===== config.mk =====
export PLATFORM = sky130hd
export DESIGN_NAME = alu_op_arbiter
export DESIGN_NICKNAME = d
export VERILOG_FILES = /design/src/rtl/alu_op_arbiter.sv
export SDC_FILE = /design/constraint.sdc
export NUM_CORES = 1
export LEC_CHECK = 0
export ABC_AREA = 1
export BUFFER_PORTS_ARGS = -buffer_cell sky130_fd_sc_hd__buf_2
export CAP_MARGIN = 5
export CORE_MARGIN = 3
export CORE_UTILIZATION = 44
export DETAILED_ROUTE_END_ITERATION = 16
export GPL_ROUTABILITY_DRIVEN = 0
export PLACE_DENSITY = 0.9
export SLEW_MARGIN = 10
export SYNTH_ARGS = -nofsm -noshare
export SYNTH_HDL_FRONTEND = slang
export SYNTH_SLANG_ARGS = --single-unit
export TNS_END_PERCENT = 50

===== constraint.sdc =====
create_clock -name clk -period 1.6 [get_ports clk]
set_input_delay 0.32 -clock clk [delete_from_list [all_inputs] [get_ports clk]]
set_output_delay 0.32 -clock clk [all_outputs]
set_load 0.1 [all_outputs]

===== src/rtl/alu_op_arbiter.sv =====
// Round-robin arbiter sharing one ALU between the execute stage (req0) and the AGU (req1).
// Define ALU_ARB_FIXED_PRIO_EN to make req0 always win ties instead of alternating.
module alu_op_arbiter #(
  parameter int          DATA_W       = 16,
  parameter int          MULTI_CYC    = 4,
  parameter logic [15:0] LONG_OP_MASK = 16'hF000
) (
  input  logic              clk,
  input  logic              rst_n,
  input  logic              req0_valid,
  output logic              req0_ready,
  input  logic [3:0]        req0_op,
  input  logic [DATA_W-1:0] req0_a,
  input  logic [DATA_W-1:0] req0_b,
  input  logic              req1_valid,
  output logic              req1_ready,
  input  logic [3:0]        req1_op,
  input  logic [DATA_W-1:0] req1_a,
  input  logic [DATA_W-1:0] req1_b,
  output logic [3:0]        alu_op,
  output logic [DATA_W-1:0] alu_a,
  output logic [DATA_W-1:0] alu_b,
  output logic              alu_go,
  input  logic [DATA_W-1:0] alu_result,
  output logic              rsp_valid,
  output logic              rsp_id,
  output logic [DATA_W-1:0] rsp_data,
  input  logic              rsp_ready
);

  typedef enum logic [1:0] {IDLE, EXEC, RESP} state_t;

  localparam logic [3:0] CNT_LONG = 4'(MULTI_CYC - 1);

  state_t            state;
  state_t            state_next;
  logic [3:0]        cnt;
  logic              grant_valid;
  logic              grant_id;
  logic [3:0]        grant_op;
  logic [DATA_W-1:0] grant_a;
  logic [DATA_W-1:0] grant_b;

`ifdef ALU_ARB_FIXED_PRIO_EN
  always_comb begin
    grant_id = 1'b0;
    if (!req0_valid && req1_valid) begin
      grant_id = 1'b1;
    end
  end
`else
  logic last_grant;

  // On a tie the requester that was not served last wins.
  always_comb begin
    grant_id = 1'b0;
    if (req0_valid && req1_valid) begin
      grant_id = ~last_grant;
    end else if (req1_valid) begin
      grant_id = 1'b1;
    end
  end

  always_ff @(posedge clk or negedge rst_n) begin
    if (!rst_n) begin
      last_grant <= 1'b1;
    end else if (state == RESP && rsp_ready) begin
      last_grant <= rsp_id;
    end
  end
`endif

  assign grant_valid = (state == IDLE) && (req0_valid || req1_valid);
  assign grant_op    = grant_id ? req1_op : req0_op;
  assign grant_a     = grant_id ? req1_a  : req0_a;
  assign grant_b     = grant_id ? req1_b  : req0_b;
  assign req0_ready  = grant_valid && !grant_id;
  assign req1_ready  = grant_valid && grant_id;
  assign alu_go      = (state == EXEC);
  assign rsp_valid   = (state == RESP);

  always_ff @(posedge clk or negedge rst_n) begin
    if (!rst_n) begin
      state <= IDLE;
    end else begin
      state <= state_next;
    end
  end

  always_comb begin
    state_next = state;
    case (state)
      IDLE: if (grant_valid) state_next = EXEC;
      EXEC: if (cnt == 4'd0) state_next = RESP;
      RESP: if (rsp_ready)   state_next = IDLE;
      default: state_next = IDLE;
    endcase
  end

  // The counter holds the remaining extra EXEC cycles; the result is captured on the last one.
  always_ff @(posedge clk or negedge rst_n) begin
    if (!rst_n) begin
      alu_op   <= '0;
      alu_a    <= '0;
      alu_b    <= '0;
      rsp_id   <= 1'b0;
      rsp_data <= '0;
      cnt      <= '0;
    end else if (grant_valid) begin
      alu_op <= grant_op;
      alu_a  <= grant_a;
      alu_b  <= grant_b;
      rsp_id <= grant_id;
      cnt    <= LONG_OP_MASK[grant_op] ? CNT_LONG : 4'd0;
    end else if (state == EXEC) begin
      if (cnt != 4'd0) begin
        cnt <= cnt - 4'd1;
      end else begin
        rsp_data <= alu_result;
      end
    end
  end

endmodule


==> qor_table.md <==
| Metric | Value | Unit |
|:---|:---|:---|
| Startpoint kind of the worst setup timing path | flop | - |
| Clock transition at the registers of the reported paths | 0.07 | ns |
| Master cell of the clock root buffer | clkbuf_8 | - |
| Count of distinct cell types in the synthesized netlist | 21 | - |
| Final Setup Violations | 2 | - |
| Global Route Usage Sum | 21.5 | % |
| Max capacitance violation total | 0 | - |
| Max Slew Vio Count | 0 | - |
| Number of clock buffers inserted by TritonCTS | 9 | - |
| Number of primary I/O pins | 150 | - |
| Initial core utilization | 46.5 | % |
| Slew at the pin closest to its max-slew limit | 0.499 | ns |
| Sinks on the clock net | 60 | - |
| Library cell with the highest instance count after synthesis | nand2_1 | - |
| Worst slack on hold paths | 0.187 | ns |
| Global-route wire length before repair | 11900 | um |
| Global routing's busiest layer | met2 | - |
| Die width | 83.2 | um |
| List of most frequent post-synthesis cells | nand2_1, dfrtp_1, nand3_1 | - |
| M1 GR Usage | 25.4 | % |
| Number of detailed-route iterations in the first pass | 4 | - |
| Syn_nets | 408 | - |
| Flop and latch count out of synthesis | 60 | - |
| Clock tree from TritonCTS | built | - |
| Number of I/O port buffers | 149 | - |
| Number of global-route vias before repair | 2595 | - |
| Relative slew slack | 67.0 | % |
| Worst path required time | 1.28 | ns |
| Die Area | 6930 | sq um |
| Top flip-flop cell by instance count after synthesis | dfrtp_1 | - |
| Synthesized instance count | 313 | - |
| Most frequent cell on the critical path | inv_2 | - |
| Number of warnings printed during yosys synthesis | 0 | - |
| Routed len/inst | 12.9 | um |
| Async S/R FF share, synth | 100 | % |
| Path type of the worst min-delay path | input port to flop | - |
| Global-route track usage on met3 | 7.24 | % |
| Cell Chain, Critical Path | inv_2, nand2_4, nor2_4, inv_2, a21oi_4, buf_12 | - |
| Synth-to-layout area growth | 45.7 | % |
| CP peak stage delay | 0.39 | ns |
| Detailed-route DRC error count | 0 | - |
| Worst-skew pair later-pin latency | 0.33 | ns |
| Detailed-route vias per instance | 4.80 | - |
| Post-DP HPWL | 5370 | um |
| Failing checks | negative setup slack | - |
| Post-synth EDFFs | 0 | - |
| Sequential cell area fraction in the yosys report | 57.2 | % |
| Crit path time final | 1.70 | ns |
| Largest cells by area after synthesis | dfrtp_1, nand2_1, nand3_1 | - |
| Arrival time of the worst setup path | 1.38 | ns |
| Max clock buf depth | 2 | - |
| RSZ-0062 raised after global routing | yes | - |
| WS Path Type | flop to output port | - |
| Number of antenna violations at the first check in global routing | 0 | - |
| Critical Path End Type | output port | - |
| Number of hold-slack violations in the final timing report | 0 | - |
| Clock H-tree levels | 3 | - |
| Final clock period utilization by the worst path | 106 | % |
| Area share of the largest cell type after synthesis | 56.2 | % |
| Total grt overflow | 0 | - |
| Buffers plus inverters on the worst setup path | 3 | - |
| Antenna Diode Count | 0 | - |
| Final setup margin | -0.102 | ns |
| Fraction of final layout cells with drive strength greater than 1 | 39.7 | % |
| Final antenna-violating net count | 0 | - |
| DRT Wirelength | 7110 | um |
| Run status | finished with violations | - |
| Cell Area, Synth | 2630 | sq um |
| Met2 track utilization from global routing | 35.2 | % |
| Crit path max-delay cell type | dfrtp_1 | - |
| Area of the core | 5640 | sq um |
| Placement row count | 27 | - |
| DRC marker count from the first detailed-route iteration | 137 | - |
| Total via count after detailed routing | 2644 | - |
| Top Family by Delay on Critical Path | flip-flops | - |
| Synthesized area per cell | 8.39 | sq um |
| Worst Skew | 0.00779 | ns |
| Setup total negative slack | -0.134 | ns |
| Synth area leader | dfrtp_1 | - |
| Crit path max fanout | 3 | - |
| Final net count | 569 | - |
| Largest net degree at the start of global routing | 61 | - |
| Floorplan die height | 83.2 | um |
| Achievable frequency | 0.587 | GHz |
-- timing repair --
item | in CTS | in global routing
setup buffers | 5 | 0
endpoints found under the hold margin | 59 | 0
pin swaps | 2 | 0
hold buffers | 1 | 0
setup endpoints to repair | 2 | 4
gates resized for setup | 6 | 1
-- layer usage --
metal  routed length [um]  vias up
li1                     -     1310
met1                 2920     1193
met2                 3390      121
met3                  576       20
met4                  214        0
met5                    0        -
-- per-stage QoR --
stage / utilization (%) / setup WS (ns) / cell area, sq um / instances
2_1_floorplan: - / -0.0516 / 2670 / 313
3_3_place_gp: 62.7 / 0.123 / 3540 / 529
3_5_place_dp: 62.7 / 0.107 / 3540 / 529
4_1_cts: 67.7 / -0.111 / 3820 / 551
5_1_grt: 67.8 / -0.174 / 3820 / 551
6_report: 67.8 / -0.102 / 3820 / 551
-- sequential cells by signal, indices dropped and copies added, names as in the netlist --
signal	flops
state	2
cnt	4
alu_b	16
rsp_id	1
last_grant	1
alu_op	4
alu_a	16
rsp_data	16
-- path summary, 6_finish.rpt --
path                            slack, ns                  start                  endpoint  depth (start not counted)
worst max-delay path                -0.10   state[0]$_DFFE_PN0P_                req0_ready                          6
worst min-delay path                 0.19              req0_a[8]      alu_a[8]$_DFFE_PN0P_                          3
worst max register to register       0.16   state[0]$_DFFE_PN0P_      alu_b[7]$_DFFE_PN0P_                          9
worst min register to register       0.48  alu_op[2]$_DFFE_PN0P_     alu_op[2]$_DFFE_PN0P_                          2
max in group asynchronous            0.78                  rst_n    last_grant$_DFFE_PN1P_                          3
min in group asynchronous            0.53                  rst_n  rsp_data[11]$_DFFE_PN0P_                          3
-- placed cells by master, fill, tap and decap left out, types with 2 or more instances in the layout --
cell type / n
buf_2: 145
buf_12: 5
clkbuf_1: 2
nand2_2: 2
nor2_1: 6
clkbuf_8: 13
o21ai_0: 18
o31ai_1: 2
nand3_1: 38
inv_2: 3
nor2_4: 4
nand2_1: 132
buf_4: 12
dfrtp_1: 59
ha_1: 2
a21oi_1: 2
o21bai_1: 3
inv_1: 21
-- area by class of cell --
| class | instances | area [sq um] |
|---|---|---|
| repair buffers | 163 | 926 |
| flip-flops and latches | 60 | 1500 |
| multi-input cells | 216 | 1000 |
| fillers | 443 | 1820 |
| inverters | 24 | 90.1 |
| well taps | 72 | 90.1 |
| clock inverters | 1 | 30.0 |
| clock buffers | 15 | 186 |
-- tightest hold or removal path, cell delays in order --
cell	delay (ns)
buf_2	0.07
nand2_1	0.04
nand3_1	0.05
-- cell families after synthesis --
kind of cell	share of synthesized area (%)
AOI/OAI and AO/OA	6.10
buffers and inverters	6.39
DFF	57.2
and+or+nand+nor	29.0
xor gates and xnor gates	0.334
adders and majority gates	0.953
Power is not shown: default switching activity piles up to over one toggle a cycle in this logic, so the estimate is an artifact.
